`src/rtl/i2c_rtc_pkg.sv`:
```
// Shared types and constants for the I2C RTC target: FSM states, RTC register
// indices and bus acknowledge levels.
package i2c_rtc_pkg;

  typedef enum logic [3:0] {
    IDLE,
    ADDR,
    ADDR_ACK,
    PTR,
    PTR_ACK,
    WDATA,
    WDATA_ACK,
    RDATA,
    RDATA_MACK,
    IGNORE
  } i2c_state_e;

  localparam logic [2:0] REG_SEC  = 3'd0;
  localparam logic [2:0] REG_MIN  = 3'd1;
  localparam logic [2:0] REG_HOUR = 3'd2;
  localparam logic [2:0] REG_DAY  = 3'd3;
  localparam logic [2:0] REG_DATE = 3'd4;
  localparam logic [2:0] REG_MON  = 3'd5;
  localparam logic [2:0] REG_YEAR = 3'd6;
  localparam logic [2:0] REG_CTRL = 3'd7;

  localparam logic ACK_LVL  = 1'b0;
  localparam logic NACK_LVL = 1'b1;

endpackage

```
`src/rtl/i2c_rtc_target_if.sv`:
```
// Board-side bundle of the RTC target: raw I2C line levels, open-drain SDA
// enable, status, write-notify strobe and the local register read port.
interface i2c_rtc_target_if #(parameter int NUM_REGS = 8);

  localparam int IW = $clog2(NUM_REGS);

  logic          scl_i;
  logic          sda_i;
  logic          sda_oe;
  logic          busy;
  logic          wr_valid;
  logic [IW-1:0] wr_idx;
  logic [7:0]    wr_data;
  logic [IW-1:0] rd_idx;
  logic [7:0]    rd_data;

  modport master (
    output scl_i, sda_i, rd_idx,
    input  sda_oe, busy, wr_valid, wr_idx, wr_data, rd_data
  );

  modport slave (
    input  scl_i, sda_i, rd_idx,
    output sda_oe, busy, wr_valid, wr_idx, wr_data, rd_data
  );

endinterface

```
`src/rtl/i2c_line_sync.sv`:
```
// Synchronises SCL/SDA and decodes edges plus START/STOP from a history flop.
// Define I2C_RTC_TARGET_GLITCH_FILT_EN to add a 3-sample agreement filter.
module i2c_line_sync (
  input  logic clk,
  input  logic reset,
  input  logic scl_i,
  input  logic sda_i,
  output logic scl_rise,
  output logic scl_fall,
  output logic sda_level,
  output logic start_det,
  output logic stop_det
);

  logic [1:0] scl_sync, sda_sync;
  logic       scl_lvl, sda_lvl;
  logic       scl_hist, sda_hist;

  always_ff @(posedge clk) begin
    if (reset) begin
      scl_sync <= 2'b11;
      sda_sync <= 2'b11;
    end else begin
      scl_sync <= {scl_sync[0], scl_i};
      sda_sync <= {sda_sync[0], sda_i};
    end
  end

`ifdef I2C_RTC_TARGET_GLITCH_FILT_EN
  // Level moves only once the current and two previous samples agree.
  logic [1:0] scl_smp, sda_smp;
  logic       scl_filt, sda_filt;

  always_ff @(posedge clk) begin
    if (reset) begin
      scl_smp  <= 2'b11;
      sda_smp  <= 2'b11;
      scl_filt <= 1'b1;
      sda_filt <= 1'b1;
    end else begin
      scl_smp  <= {scl_smp[0], scl_sync[1]};
      sda_smp  <= {sda_smp[0], sda_sync[1]};
      scl_filt <= scl_lvl;
      sda_filt <= sda_lvl;
    end
  end

  assign scl_lvl = (scl_sync[1] == scl_smp[0] && scl_smp[0] == scl_smp[1]) ? scl_sync[1] : scl_filt;
  assign sda_lvl = (sda_sync[1] == sda_smp[0] && sda_smp[0] == sda_smp[1]) ? sda_sync[1] : sda_filt;
`else
  assign scl_lvl = scl_sync[1];
  assign sda_lvl = sda_sync[1];
`endif

  always_ff @(posedge clk) begin
    if (reset) begin
      scl_hist <= 1'b1;
      sda_hist <= 1'b1;
    end else begin
      scl_hist <= scl_lvl;
      sda_hist <= sda_lvl;
    end
  end

  assign scl_rise  = scl_lvl & ~scl_hist;
  assign scl_fall  = ~scl_lvl & scl_hist;
  assign sda_level = sda_lvl;
  assign start_det = scl_lvl & scl_hist & sda_hist & ~sda_lvl;
  assign stop_det  = scl_lvl & scl_hist & ~sda_hist & sda_lvl;

endmodule

```
`src/rtl/i2c_rtc_target.sv`:
```
// I2C target holding the RTC register file: address match, pointer + burst
// writes, sequential reads. Glitch filter option: I2C_RTC_TARGET_GLITCH_FILT_EN.
module i2c_rtc_target
  import i2c_rtc_pkg::*;
#(
  parameter logic [6:0] DEV_ADDR = 7'h68,
  parameter int         NUM_REGS = 8
) (
  input  logic clk,
  input  logic reset,
  i2c_rtc_target_if.slave bus
);

  localparam int IW = $clog2(NUM_REGS);

  logic scl_rise, scl_fall, sda_lvl, start_det, stop_det;

  i2c_line_sync u_sync (
    .clk       (clk),
    .reset     (reset),
    .scl_i     (bus.scl_i),
    .sda_i     (bus.sda_i),
    .scl_rise  (scl_rise),
    .scl_fall  (scl_fall),
    .sda_level (sda_lvl),
    .start_det (start_det),
    .stop_det  (stop_det)
  );

  i2c_state_e    state_q, state_d;
  logic [3:0]    bit_cnt_q, bit_cnt_d;
  logic [7:0]    shift_q, shift_d, rx_byte;
  logic [IW-1:0] ptr_q, ptr_d;
  logic          sda_oe_q, sda_oe_d, busy_q, busy_d;
  logic          wr_en, wr_valid_q;
  logic [IW-1:0] wr_idx_q;
  logic [7:0]    wr_data_q;
  logic [7:0]    regs [NUM_REGS];
  logic          addr_match;

  assign addr_match = (shift_q[7:1] == DEV_ADDR);

  always_ff @(posedge clk) begin
    if (reset) begin
      state_q    <= IDLE;
      bit_cnt_q  <= '0;
      shift_q    <= '0;
      ptr_q      <= IW'(REG_SEC);
      sda_oe_q   <= 1'b0;
      busy_q     <= 1'b0;
      wr_valid_q <= 1'b0;
      wr_idx_q   <= '0;
      wr_data_q  <= '0;
      for (int i = 0; i < NUM_REGS; i++) regs[i] <= 8'h00;
    end else begin
      state_q    <= state_d;
      bit_cnt_q  <= bit_cnt_d;
      shift_q    <= shift_d;
      ptr_q      <= ptr_d;
      sda_oe_q   <= sda_oe_d;
      busy_q     <= busy_d;
      wr_valid_q <= wr_en;
      if (wr_en) begin
        regs[ptr_q] <= rx_byte;
        wr_idx_q    <= ptr_q;
        wr_data_q   <= rx_byte;
      end
    end
  end

  // Bus conditions win over any bit-level activity seen in the same cycle.
  always_comb begin
    state_d = state_q;
    if (start_det) begin
      state_d = ADDR;
    end else if (stop_det) begin
      state_d = IDLE;
    end else begin
      case (state_q)
        ADDR:       if (scl_fall && bit_cnt_q == 4'd8) state_d = addr_match ? ADDR_ACK : IGNORE;
        ADDR_ACK:   if (scl_fall) state_d = shift_q[0] ? RDATA : PTR;
        PTR:        if (scl_fall && bit_cnt_q == 4'd8) state_d = PTR_ACK;
        PTR_ACK:    if (scl_fall) state_d = WDATA;
        WDATA:      if (scl_fall && bit_cnt_q == 4'd8) state_d = WDATA_ACK;
        WDATA_ACK:  if (scl_fall) state_d = WDATA;
        RDATA:      if (scl_fall && bit_cnt_q == 4'd8) state_d = RDATA_MACK;
        RDATA_MACK: begin
          if (scl_rise && sda_lvl == NACK_LVL) state_d = IGNORE;
          else if (scl_fall && bit_cnt_q != 4'd0) state_d = RDATA;
        end
        default: ;
      endcase
    end
  end

  // In RDATA_MACK a bit count of 1 records that the controller acknowledged.
  always_comb begin
    bit_cnt_d = bit_cnt_q;
    shift_d   = shift_q;
    ptr_d     = ptr_q;
    sda_oe_d  = sda_oe_q;
    busy_d    = busy_q;
    wr_en     = 1'b0;
    rx_byte   = {shift_q[6:0], sda_lvl};
    if (start_det) begin
      bit_cnt_d = '0;
      sda_oe_d  = 1'b0;
    end else if (stop_det) begin
      sda_oe_d = 1'b0;
      busy_d   = 1'b0;
    end else begin
      case (state_q)
        ADDR, PTR, WDATA: begin
          if (scl_rise && bit_cnt_q < 4'd8) begin
            shift_d   = rx_byte;
            bit_cnt_d = bit_cnt_q + 4'd1;
            if (state_q == WDATA && bit_cnt_q == 4'd7) begin
              wr_en = 1'b1;
              ptr_d = ptr_q + IW'(1);
            end
          end
          if (scl_fall && bit_cnt_q == 4'd8) begin
            if (state_q != ADDR || addr_match) sda_oe_d = (ACK_LVL == 1'b0);
            if (state_q == ADDR && addr_match) busy_d = 1'b1;
            if (state_q == PTR) ptr_d = shift_q[IW-1:0];
          end
        end
        ADDR_ACK, PTR_ACK, WDATA_ACK: begin
          if (scl_fall) begin
            bit_cnt_d = '0;
            sda_oe_d  = 1'b0;
            if (state_q == ADDR_ACK && shift_q[0]) begin
              shift_d  = regs[ptr_q];
              sda_oe_d = ~regs[ptr_q][7];
            end
          end
        end
        RDATA: begin
          if (scl_rise) begin
            bit_cnt_d = bit_cnt_q + 4'd1;
          end else if (scl_fall) begin
            if (bit_cnt_q == 4'd8) begin
              bit_cnt_d = '0;
              sda_oe_d  = 1'b0;
            end else begin
              shift_d  = {shift_q[6:0], 1'b0};
              sda_oe_d = ~shift_q[6];
            end
          end
        end
        RDATA_MACK: begin
          if (scl_rise && sda_lvl == ACK_LVL) begin
            ptr_d     = ptr_q + IW'(1);
            bit_cnt_d = 4'd1;
          end else if (scl_fall && bit_cnt_q != 4'd0) begin
            bit_cnt_d = '0;
            shift_d   = regs[ptr_q];
            sda_oe_d  = ~regs[ptr_q][7];
          end
        end
        default: ;
      endcase
    end
  end

  assign bus.sda_oe   = sda_oe_q;
  assign bus.busy     = busy_q;
  assign bus.wr_valid = wr_valid_q;
  assign bus.wr_idx   = wr_idx_q;
  assign bus.wr_data  = wr_data_q;
  assign bus.rd_data  = regs[bus.rd_idx];

endmodule
```
`src/flat_wrapper.sv`:
```
// flat-port wrapper written by rule: the top's interface ports become plain ports
module i2c_rtc_target_flat import i2c_rtc_pkg::*;
#(
  parameter logic [6:0] DEV_ADDR = 7'h68,
  parameter int         NUM_REGS = 8
)
  (clk, reset, bus_scl_i, bus_sda_i, bus_rd_idx, bus_sda_oe, bus_busy, bus_wr_valid, bus_wr_idx, bus_wr_data, bus_rd_data);
  i2c_rtc_target_if #(.NUM_REGS(NUM_REGS)) bus_i ();
  input  logic clk;
  input  logic reset;
  input wire logic [$bits(bus_i.scl_i)-1:0] bus_scl_i;
  input wire logic [$bits(bus_i.sda_i)-1:0] bus_sda_i;
  input wire logic [$bits(bus_i.rd_idx)-1:0] bus_rd_idx;
  output wire logic [$bits(bus_i.sda_oe)-1:0] bus_sda_oe;
  output wire logic [$bits(bus_i.busy)-1:0] bus_busy;
  output wire logic [$bits(bus_i.wr_valid)-1:0] bus_wr_valid;
  output wire logic [$bits(bus_i.wr_idx)-1:0] bus_wr_idx;
  output wire logic [$bits(bus_i.wr_data)-1:0] bus_wr_data;
  output wire logic [$bits(bus_i.rd_data)-1:0] bus_rd_data;
  assign bus_i.scl_i = bus_scl_i;
  assign bus_i.sda_i = bus_sda_i;
  assign bus_i.rd_idx = bus_rd_idx;
  assign bus_sda_oe = bus_i.sda_oe;
  assign bus_busy = bus_i.busy;
  assign bus_wr_valid = bus_i.wr_valid;
  assign bus_wr_idx = bus_i.wr_idx;
  assign bus_wr_data = bus_i.wr_data;
  assign bus_rd_data = bus_i.rd_data;
  i2c_rtc_target #(.DEV_ADDR(DEV_ADDR), .NUM_REGS(NUM_REGS)) u_core (.clk(clk), .reset(reset), .bus(bus_i));
endmodule
```
`config.mk`:
```
export PLATFORM = sky130hd
export DESIGN_NAME = i2c_rtc_target_flat
export DESIGN_NICKNAME = d
export VERILOG_FILES = /design/src/rtl/i2c_rtc_pkg.sv /design/src/rtl/i2c_rtc_target_if.sv /design/src/rtl/i2c_line_sync.sv /design/src/rtl/i2c_rtc_target.sv /design/src/flat_wrapper.sv
export SDC_FILE = /design/constraint.sdc
export NUM_CORES = 1
export LEC_CHECK = 0
export ABC_AREA = 1
export BUFFER_PORTS_ARGS = -buffer_cell sky130_fd_sc_hd__clkbuf_2
export CAP_MARGIN = 20
export CELL_PAD_IN_SITES_DETAIL_PLACEMENT = 1
export CELL_PAD_IN_SITES_GLOBAL_PLACEMENT = 1
export CORE_MARGIN = 5
export CORE_UTILIZATION = 47
export CTS_BUF_LIST = sky130_fd_sc_hd__clkbuf_8
export DETAILED_ROUTE_END_ITERATION = 6
export GPL_TIMING_DRIVEN = 0
export PLACE_DENSITY = 0.9
export SYNTH_ARGS = -nofsm -noshare
export SYNTH_HDL_FRONTEND = slang
export SYNTH_SLANG_ARGS = --single-unit
```
`constraint.sdc`:
```
create_clock -name clk -period 2.4 [get_ports clk]
set_input_delay 0.6 -clock clk [delete_from_list [all_inputs] [get_ports clk]]
set_output_delay 0.6 -clock clk [all_outputs]
set_load 0.03 [all_outputs]
```
After elaboration in Yosys (flattened, before gate mapping)
Memory sizes are Yosys's and may differ from the RTL's. A register that Yosys moved wholly into a read port is not among the register bits.
Index checks and enable logic that the tools add are counted.
{"block": "op_classes", "bitwise": 15, "mux": 65, "n_addsub": 2, "eq_ne": 40, "n_mul": 0, "div": 0, "order_cmp": 1, "shifts": 0, "n_reduce_logical": 30}
{"operator": "8-bit 2-to-1 mux", "n": 9}
{"operator": "4-bit 2-to-1 mux", "n": 16}
{"operator": "8-bit case mux with 4 select lines", "n": 1}
{"operator": "2-bit by 1-bit inequality test with 1-bit output (second input constant)", "n": 14}
{"operator": "4-bit by 1-bit inequality test with 1-bit output (second input constant)", "n": 7}
{"operator": "4-bit case mux with 7 select lines", "n": 1}
{"operator": "3-bit 2-to-1 mux", "n": 9}
{"operator": "1-bit 2-to-1 mux", "n": 26}
{"operator": "8-bit AND reduction", "n": 3}
{"operator": "4-bit by 3-bit equality test with 1-bit output (second input constant)", "n": 5}
{"operator": "4-bit case mux with 4 select lines", "n": 1}
{"operator": "3-bit by 1-bit inequality test with 1-bit output (second input constant)", "n": 4}
{"operator": "11-bit AND reduction", "n": 1}
{"operator": "9-bit nonzero test", "n": 1}
{"operator": "3-bit OR reduction", "n": 3}
{"operator": "4-bit by 2-bit equality test with 1-bit output (second input constant)", "n": 2}
{"operator": "4-bit equality test (second input constant)", "n": 2}
{"operator": "1-bit logical AND", "n": 8}
{"operator": "1-bit NOT", "n": 8}
{"operator": "4-bit AND reduction", "n": 2}
{"operator": "2-bit nonzero test", "n": 4}
{"operator": "4-bit nonzero test", "n": 2}
{"operator": "8-bit OR reduction", "n": 1}
{"operator": "1-bit AND", "n": 7}
{"operator": "13 further kinds", "n": 16}
{"block": "word_totals", "mem_bits_ro": 0, "register_bits": 39, "ramBits": 64, "out_inout_bits": 22, "latchBits": 0, "elab_cells": 168, "memories": 1, "in_bits": 7}
{"memory": "u_core.regs", "words": 8, "word_bits": 8, "read_ports": 2, "rd_ports_with_merged_regs": 1, "wr": 8, "line": "i2c_rtc_target.sv:38", "text": "logic [7:0] regs [NUM_REGS];"}

Logic depth before layout (Yosys ltp)
Gate-level depths: netlist (run 1).
{"block": "depth", "depth_word": 12, "depth_mapped": 12, "ltp_nobuf": 12}

By module
Synthesis (run 1) repeated with hierarchy kept, for this count alone.
{"block": "hier_totals", "cells_unflattened": 793, "area_unflattened_um2": 5880.6}
{"module": "i2c_rtc_target", "area_per_inst_um2": 5683.0, "n_inst": 1, "cells_per_inst": 769}
{"module": "i2c_line_sync", "area_per_inst_um2": 197.7, "n_inst": 1, "cells_per_inst": 24}

Worst setup path before layout (run 1)
No wires, ideal clock.
{"block": "synth_timing", "kind": "input port to output port", "start": "input bus_rd_idx[0]", "end": "output bus_rd_data[2]", "setup_slack_ps": -118, "cell_stages": 7, "t_required_ps": 1800, "n_path_buf": 2, "arrival_time_ps": 1918, "cell_sequence": "buf_2 -> clkinv_1 -> clkbuf_1 -> nor2_1 -> o22ai_1 -> nor2_1 -> a31oi_1"}
{"block": "synth_via", "elab_chain_cells": 1}
{"item": "from (decl)", "line": "flat_wrapper.sv:13", "text": "input wire logic [$bits(bus_i.rd_idx)-1:0] bus_rd_idx;"}
{"item": "memory read 8 x 8 bit"}
{"item": "to (decl)", "line": "flat_wrapper.sv:19", "text": "output wire logic [$bits(bus_i.rd_data)-1:0] bus_rd_data;"}
No other way between the ends.

Worst setup path in the final report (run 1)
{"block": "layout_timing", "start": "input bus_rd_idx[0]", "end": "output bus_rd_data[3]"}
Same word-level chain as after synthesis.

==> results of run 1 <==
report_power, final:
part / total, mW / switching (mW) / leakage [nW] / internal (mW)
clock network: 1.11 / 0.702 / 0.0973 / 0.410
logic: 2.37 / 1.70 / 1.61 / 0.671
registers: 2.27 / 0.174 / 1.00 / 2.09
total: 5.75 / 2.58 / 2.71 / 3.18
cell usage after synthesis, types with 6 or more instances:
library cell | n | area share, %
nor2_1 | 164 | 11
nand2_1 | 148 | 9.8
edfxtp_1 | 64 | 34
o21ai_0 | 63 | 5.6
inv_1 | 59 | 3.9
nand3_1 | 49 | 4.3
dfxtp_1 | 42 | 15
a21oi_1 | 32 | 2.8
o211ai_1 | 20 | 2.6
clkbuf_1 | 19 | 1.3
a31oi_1 | 9 | 0.99
nand2_2 | 9 | 0.99
nor2_2 | 8 | 0.88
clkinv_1 | 7 | 0.46
buf_2 | 6 | 0.53
o22ai_1 | 6 | 0.66
state kept, by name, summed over array words and instances (netlist names), 2 cells and up, named ones only:
signal / count
u_core.bus.wr_idx: 3
u_core.u_sync.scl_sync: 2
u_core.ptr_q: 3
u_core.u_sync.sda_sync: 2
u_core.shift_q: 8
u_core.bit_cnt_q: 4
u_core.state_q: 4
u_core.bus.wr_data: 8
u_core.regs: 64
through the flow:
stage          setup slack [ps]  hold WS [ps]
6_report                  29.31         396.9
5_1_grt                  -10.57         393.4
4_1_cts                   1.554         388.9
3_5_place_dp             -502.0         397.3
3_3_place_gp             -415.0         394.6
2_1_floorplan            -117.8         389.5
worst reg2reg max path: stages, from the launching register on:
cell and delay [ps]:
dfxtp_1 400, ha_1 190, nand2_1 70, inv_1 60
nand2_1 90, nor2_2 150, nand2_2 130, nor3_4 250
buf_12 150, nand2_2 110, nand2_1 300
logic make-up (layout without fill, tap and decap cells):
family | after synthesis | after routing | share of synthesized area [%]
simple gates | 401 | 401 | 30.59
compound gates | 132 | 132 | 12.98
flops | 106 | 106 | 48.73
buf+inv | 100 | 148 | 6.886
fa+ha+maj | 3 | 3 | 0.6622
xor+xnor | 1 | 1 | 0.1545
layout make-up:
class,count,area [um2]
buffer,30,166.4
clock buffer,9,123.9
clock inverter,7,70.07
fill,1528,5564
inverter,70,271.5
multi-input combinational,537,2569
sequential,106,2763
tap,147,183.9
timing repair buffer,32,200.2
worst max-delay path by stage:
stage / startpoint / end / slack, ps
after floorplan: bus_rd_idx[0] / bus_rd_data[2] / -120
after global placement: bus_rd_idx[0] / bus_rd_data[3] / -420
after detailed placement: bus_rd_idx[0] / bus_rd_data[3] / -500
after CTS: bus_rd_idx[1] / bus_rd_data[4] / 2
after global routing: bus_rd_idx[1] / bus_rd_data[2] / -10
final: bus_rd_idx[0] / bus_rd_data[3] / 30
timing repair:
item / 4_1_cts / 5_1_grt
setup endpoints to repair: 16 / 58
pin swaps: 2 / 4
gates resized for setup: 25 / 17
buffers inserted: 2 / 4
routing by layer:
layer | up-vias | routed length (um)
met5 | - | 0
met4 | 0 | 928
met3 | 70 | 1303
met2 | 250 | 9158
met1 | 2585 | 7234
li1 | 2536 | -
==> impl_metrics.toml, run 1 <==
[critical_path]
r2r_slack_ps = 170
crit_path_top_delay_cell = "o22ai_2"
end_kind = "output pin"
worst-path-stages = 8
path_buf_inv = 4
critPathLaunchType = "input pin"
reg2reg_to = "u_core.regs[1][2]"
critPathRequiredTime_ps = 1800
crit_family = "buffers and inverters"
critical_path.max_fanout = 10
reg2reg_from = "u_core.bit_cnt_q[0]"
reg2reg_depth = 10
worstPathCellList = "buf_4 > clkinv_4 > buf_8 > nor2_1 > o22ai_2 > nor2_1 > a31oi_1 > buf_4"
criticalPathCategory = "input pin to output pin"
max_stage_delay_ps = 220
crit_arrival_ps = 1770

[clock_tree]
clk_latency_ps = 400
tritoncts = "yes"
clockBufferDepth = 2
clkTransAtPathRegs_ps = 100
clock-sinks = 106
hold_buffers = 0
cts_max_level = 3
clock-root-buffer = "clkbuf_8"
cts_buffers = 9

[grt]
gr-max-usage-layer = "met2"
grt_util_met3_pct = 4.477
grt_pass1_wl_mm = 29.54
first_global_vias = 5698
gr-usage-met1_pct = 31.31
grtUsageMet2_pct = 45.52
grt_remaining_overflow = 0
antenna_found_initial = 0
grt_max_degree = 21
gr-usage-all-layers_pct = 26.36

[synthesis]
ys.flop_type = "edfxtp_1"
synth_edf_count = 64
avgSynthCellArea_um2 = 7.630
seq_area_frac_synth_pct = 48.73
yosysUniqueCellTypes = 33
netlist_area_mm2 = 0.005669
synthArstFlopShare_pct = 0
ys_warn_count = 0
synth_fp_nets = 753
netlist_instances = 743
ys_ff_latch = 106

[min_path]
hp-start = "bus_scl_i"
holdPathEnd = "u_core.u_sync.scl_sync[0]"
worstHoldPathType = "input pin to flip-flop"
whs_path_depth = 2

[sta]
setup_viol = 0
slew_viol_final = 0
tns_ps = 0
timing.clock.skew_ps = 14.61
fmax_mhz = 421.8
hold_viol_final = 0
timing.final.crit_share_pct = 98.78
period_needed_ps = 2371
max-slew-margin-rel_pct = 44.34
tightest_slew_ps = 834.9

[cells_and_area]
drive_above_1_share_pct = 14.29
syn2layout_area_growth_pct = 11.96
n_antenna_cell = 0
final_common_cell = "nor2_1"
nets = 796
layoutNonFillerInstCount = 938
finish.utilization_pct = 53.29
layout_common_cells = "nor2_1, nand2_1, edfxtp_1"
final_cell_area_mm2 = 0.006347

[floorplanning]
num_rows = 40
start_util_pct = 47.59
pin_count = 29
chipWidth_um = 119.8
die_area_mm2 = 0.01436
core-area_mm2 = 0.01191
die_h_um = 119.8

[power_and_ir_drop]
ir_worst_vdd_v = 0.0004867
power_leakage_nw = 2.714
powerDensity_mw_per_mm2 = 906.1
power_mw = 5.751

[placed_design]
io_buffers = 26
dpl.cell_count = 916
gp_congestion = 0.9278
placed_cell_area_mm2 = 0.005996
dp_hpwl_mm = 13.76

[run]
maxCapViolCount = 0

[drt]
wl_mm = 18.63
drc_errors = 0
num_vias = 5441
dr.first_iter.drc_count = 483
via_per_inst = 5.801
antenna_left = 0
wl_per_cell_um = 19.86
drtPass1Iterations = 5

[status]
status = "completed"
Note: power is estimated with default switching activity, not from simulation.
==> inputs of run 2 (changes only) <==
--- a/config.mk
+++ b/config.mk
@@ -15,7 +15,9 @@
 export CTS_BUF_LIST = sky130_fd_sc_hd__clkbuf_8
 export DETAILED_ROUTE_END_ITERATION = 6
 export GPL_TIMING_DRIVEN = 0
+export MAX_ROUTING_LAYER = met4
 export PLACE_DENSITY = 0.9
+export SKIP_CTS_REPAIR_TIMING = 1
 export SYNTH_ARGS = -nofsm -noshare
 export SYNTH_HDL_FRONTEND = slang
 export SYNTH_SLANG_ARGS = --single-unit
==> run 2 against run 1 <==
Net effect:
- clock-buffer cell count unchanged
- register-to-register slack improved by 20 ps
- clock power decreased by 4%
- sequential share of layout area increased by 0.069 points
- flip-flop and latch count unchanged
- non-clock buffer count unchanged
- largest cell class unchanged
==> impl_metrics.toml, run 2 (same netlist as run 1, synthesis figures left out) <==
[status]
status = "completed"

[cells_and_area]
n_antenna_cell = 0
final_common_cell = "nor2_1"
regArea_mm2 = 0.002763
largest_register_ffs = 64
n_fill_cell = 1511
regMostFlops = "u_core.regs"
nets = 797
drive_above_1_share_pct = 14.14
multiInputGateArea_mm2 = 0.002564
final_cell_area_mm2 = 0.006337
layout_common_cells = "nor2_1, nand2_1, edfxtp_1"
syn2layout_area_growth_pct = 11.79

[floorplanning]
num_rows = 40
core-area_mm2 = 0.01191
start_util_pct = 47.59
die_h_um = 119.8
chipWidth_um = 119.8
die_area_mm2 = 0.01436
pin_count = 29

[critical_path]
critical_path.max_fanout = 10
criticalPathCategory = "input pin to output pin"
crit_family = "buffers and inverters"
max_stage_delay_ps = 170
crit_arrival_ps = 1740
end_kind = "output pin"
critPathRequiredTime_ps = 1800
path_buf_inv = 4
crit_path_top_delay_cell = "buf_4"
critPathLaunchType = "input pin"
worstPathCellList = "buf_6 > clkinvlp_4 > buf_4 > a21oi_1 > o21ai_0 > nand2_1 > nor2_1 > a31oi_2 > buf_6"
cpMostUsedCell = "buf_6"

[sta]
tightest_slew_ps = 806.6
setup_slack_ps = 63.27
setup_viol = 0
hold_viol_final = 0
timing.clock.skew_ps = 16.09
timing.final.crit_share_pct = 97.36
period_needed_ps = 2337
slew_viol_final = 0
fmax_mhz = 427.9
max-slew-margin-rel_pct = 46.22

[power_and_ir_drop]
p_clk_share_pct = 18.8
ir_worst_vdd_v = 0.0006212
power_leakage_nw = 2.702
p_sw_mw = 2.508
powerDensity_mw_per_mm2 = 894.7
swShare_pct = 44.23
power_frac_seq_pct = 40.0
p_comb_share_pct = 41.1
internal_power_mw = 3.163

[grt]
grt_util_met3_pct = 3.582
grt_remaining_overflow = 0
gr-usage-all-layers_pct = 26.08
gr-max-usage-layer = "met2"
grtUsageMet2_pct = 44.03
first_global_vias = 5522
antenna_found_initial = 0
gr-usage-met1_pct = 30.27
grt_pass1_wl_mm = 28.46
grt_max_degree = 20

[clock_tree]
cts_max_level = 3
clk_latency_ps = 380
cts_buffers = 9
clock-sinks = 106
tritoncts = "yes"
clockBufferDepth = 2
clock-root-buffer = "clkbuf_8"
clkTransAtPathRegs_ps = 90

[placed_design]
dp_slack_ps = -512.2
placed_cell_area_mm2 = 0.005996
gp_congestion = 0.9919
io_buffers = 26
dp_hpwl_mm = 13.32

[drt]
dr.first_iter.drc_count = 482
via_per_inst = 5.715
drc_errors = 0
antenna_left = 0
drtPass1Iterations = 5
wl_per_cell_um = 19.15
num_vias = 5366
wl_mm = 17.98

[run]
maxCapViolCount = 0

[min_path]
worstHoldPathType = "input pin to flip-flop"
[run 2: changes by cell type in the layout (fill, tap and decap cells not counted), sizes merged]
cell,before,now
clkbuf,47,49
clkinvlp,2,5
buf,24,22
clkinv,9,7
[run 2: final cells by class]
class                      count  area share [%]
sequential                   106           43.59
multi-input combinational    537           40.45
inverter                      70           4.265
timing repair buffer          32           3.218
tap                          147           2.902
buffer                        30           2.606
clock buffer                   9           1.955
clock inverter                 7          0.9279
timing repair inverter         1         0.07897
[run 2: metrics by stage]
stage	hold slack [ps]	std cells	TNS, ps	total power, mW	utilization [%]
after floorplan	389.5	743	-578.6	3.889	-
after global placement	395.3	916	-2682	4.485	50.34
after detailed placement	400.3	916	-3649	4.578	50.34
after CTS	390.8	932	-3907	5.634	51.87
after global routing	395.7	939	-49.54	6.055	53.20
final	405.7	939	0	5.670	53.20
[run 2: power by group through the flow]
stage	registers (mW)	logic (mW)	clock network (mW)
finish	2.27	2.33	1.07
detailed placement	2.31	2.27	0
floorplan	2.26	1.63	0
CTS	2.27	2.30	1.07
global route	2.29	2.60	1.16
global placement	2.29	2.19	0
[run 2: path summary, 6_finish.rpt]
kind,start,to,slack [ps],cells past startpoint
worst max-delay path,bus_rd_idx[0],bus_rd_data[4],60,9
worst min-delay path,bus_sda_i,u_core.u_sync.sda_sync[0],410,2
worst max register to register,u_core.bit_cnt_q[0],u_core.regs[0][2],190,11
worst min register to register,u_core.u_sync.scl_sync[0],u_core.u_sync.scl_sync[1],420,1
[run 2: routing by layer]
layer,up-vias,routed length (um)
met1,2564,7186
met4,0,809
met5,-,0
li1,2540,-
met3,58,1075
met2,204,8908
==> inputs of run 3 (changes only) <==
--- a/config.mk
+++ b/config.mk
@@ -5,13 +5,12 @@
 export SDC_FILE = /design/constraint.sdc
 export NUM_CORES = 1
 export LEC_CHECK = 0
-export ABC_AREA = 1
 export BUFFER_PORTS_ARGS = -buffer_cell sky130_fd_sc_hd__clkbuf_2
 export CAP_MARGIN = 20
 export CELL_PAD_IN_SITES_DETAIL_PLACEMENT = 1
 export CELL_PAD_IN_SITES_GLOBAL_PLACEMENT = 1
 export CORE_MARGIN = 5
-export CORE_UTILIZATION = 47
+export CORE_UTILIZATION = 52
 export CTS_BUF_LIST = sky130_fd_sc_hd__clkbuf_8
 export DETAILED_ROUTE_END_ITERATION = 6
 export GPL_TIMING_DRIVEN = 0
==> run 3 against run 2 <==
Net effect:
- the flow now finishes with violations (setup timing)
- die area is 9.2% lower
- sequential share of layout area is 1.1 points lower
- setup slack got worse by 110 ps
- clock power increased by 7%
- critical path depth fell by 4
- final area is 2.9% higher
- global-route usage grew 1.1 points
- final cell count down 28%
- core utilization is 7.5 points higher
- largest power group is now sequential cells
- highest routed layer unchanged
==> impl_metrics.toml, run 3 <==
[synthesis]
ys.flop_type = "edfxtp_1"
synth_top_family_by_area = "simple AND/OR/NAND/NOR gates"
netlist_area_mm2 = 0.005647
synthArstFlopShare_pct = 0
seq_area_frac_synth_pct = 48.93
synth_mux_area_share_pct = 15.80
synth_compound_area_share_pct = 10.33
yosysUniqueCellTypes = 62
netlist_instances = 473
yosysTopAreaCell = "edfxtp_1"
synth_edf_count = 64
yosysMostFrequentCell = "edfxtp_1"
avgSynthCellArea_um2 = 11.94
ys_warn_count = 0
ys_ff_latch = 106
synth_xor_area_share_pct = 0.3102
synth_fp_nets = 483
synthAdderAreaFrac_pct = 0.6647
synthSimpleGateAreaFrac_pct = 21.27
synth_area_leaders = "edfxtp_1, dfxtp_1, mux4_2"
synth_common_cells = "edfxtp_1, and2_1, dfxtp_1"
post-synth-top-area-fraction_pct = 34.04

[cells_and_area]
nets = 537
regArea_mm2 = 0.002775
largest_register_ffs = 64
multiInputGateArea_mm2 = 0.002830
layout_common_cells = "edfxtp_1, and2_1, dfxtp_1"
syn2layout_area_growth_pct = 15.53
n_fill_cell = 1111
regMostFlops = "u_core.regs"
drive_above_1_share_pct = 30.83
final_common_cell = "edfxtp_1"
n_antenna_cell = 0

[critical_path]
criticalPathCategory = "input pin to output pin"
critical_path.max_fanout = 6
critPathLaunchType = "input pin"
crit_arrival_ps = 1840
critPathRequiredTime_ps = 1800
end_kind = "output pin"

[run]
maxCapViolCount = 0

[sta]
hold_viol_final = 0
timing.clock.skew_ps = 23.38
setup_viol = 19
fmax_mhz = 409.3
tns_ps = -159.2
period_needed_ps = 2443
max-slew-margin-rel_pct = 49.60
setup_slack_ps = -43.29
tightest_slew_ps = 756.0
slew_viol_final = 0
timing.final.crit_share_pct = 101.8
rsz0062_at_grt = "true"

[clock_tree]
clock-root-buffer = "clkbuf_8"
clk_latency_ps = 390
clockBufferDepth = 2
tritoncts = "yes"
cts_buffers = 9
cts_max_level = 3
clock-sinks = 106
clkTransAtPathRegs_ps = 90

[floorplanning]
num_rows = 38
pin_count = 29
chipWidth_um = 114.2
core-area_mm2 = 0.01075
die_area_mm2 = 0.01304
die_h_um = 114.2
start_util_pct = 52.55

[drt]
via_per_inst = 6.653
wl_per_cell_um = 26.91
num_vias = 4471
dr.first_iter.drc_count = 470
drc_errors = 0
drtPass1Iterations = 4
wl_mm = 18.08
antenna_left = 0

[grt]
grt_remaining_overflow = 0
grt_pass1_wl_mm = 26.16
gr-usage-all-layers_pct = 27.23
grt_max_degree = 18
antenna_found_initial = 0
first_global_vias = 4613

[power_and_ir_drop]
ir_worst_vdd_v = 0.0003877
powerDensity_mw_per_mm2 = 796.7
power_leakage_nw = 2.247

[status]
violations = "setup timing"
status = "finished with violations"

[placed_design]
io_buffers = 25
dp_slack_ps = -412.8
gp_congestion = 0.8631
dp_hpwl_mm = 11.60

[min_path]
worstHoldPathType = "input pin to flip-flop"
[run 3: changes by cell type in the layout (fill, tap and decap cells not counted), sizes merged, moves of 14 or more]
cell	delta
and2	+57
inv	-56
nand2	-127
mux4	+32
nand3	-48
nor2	-154
o211ai	-17
o21ai	-53
or2	+14
[run 3: routing by layer]
layer	up-vias	part of all wire, %	track usage, %
met2	279	49	43.56
met1	2216	39	35.30
met4	0	4.2	9.264
met5	-	0	-
li1	1902	-	-
met3	74	7.9	4.810
[run 3: cell type report]
type,instances,area share [%]
multi-input combinational,328,43.38
sequential,106,42.54
timing repair buffer,44,5.332
buffer,32,2.781
tap,140,2.685
clock buffer,9,1.899
clock inverter,7,1.036
inverter,6,0.3452
[run 3: power by group]
group | switching, mW | internal [mW] | leakage, nW | total (mW)
clock | 0.664 | 0.483 | 0.103 | 1.15
combinational | 1.13 | 0.704 | 1.14 | 1.84
sequential | 0.165 | 2.05 | 1.00 | 2.21
[run 3: path summary, 6_finish.rpt]
check	startpoint	end	slack [ps]	depth (start not counted)
worst min-delay path	bus_sda_i	u_core.u_sync.sda_sync[0]	410	2
worst max-delay path	bus_rd_idx[0]	bus_rd_data[0]	-40	5
worst min register to register	u_core.u_sync.sda_sync[0]	u_core.u_sync.sda_sync[1]	420	1
worst max register to register	u_core.bit_cnt_q[1]	u_core.regs[1][6]	-10	7
[run 3: metrics by stage]
step	util, %	power, mW	hold WS, ps	std cells	cell area [um2]
2_1_floorplan	-	3.383	389.5	473	5688
3_3_place_gp	55.73	3.746	390.9	638	5988
3_5_place_dp	55.73	3.841	396.8	638	5988
4_1_cts	57.51	4.954	400.0	654	6180
5_1_grt	60.71	5.396	404.7	672	6524
6_report	60.71	5.197	412.7	672	6524
[run 3: critical path, cell delays in order]
cell    delay (ps)
buf_12         100
buf_12         130
mux4_2         560
mux2_4         300
buf_6          140
[run 3: cells by family after synthesis]
group / after synthesis
AOI/OAI and AO/OA: 82
xor gates and xnor gates: 2
adders and majority gates: 3
buffers and inverters: 39
DFF: 106
muxes: 48
and+or+nand+nor: 193
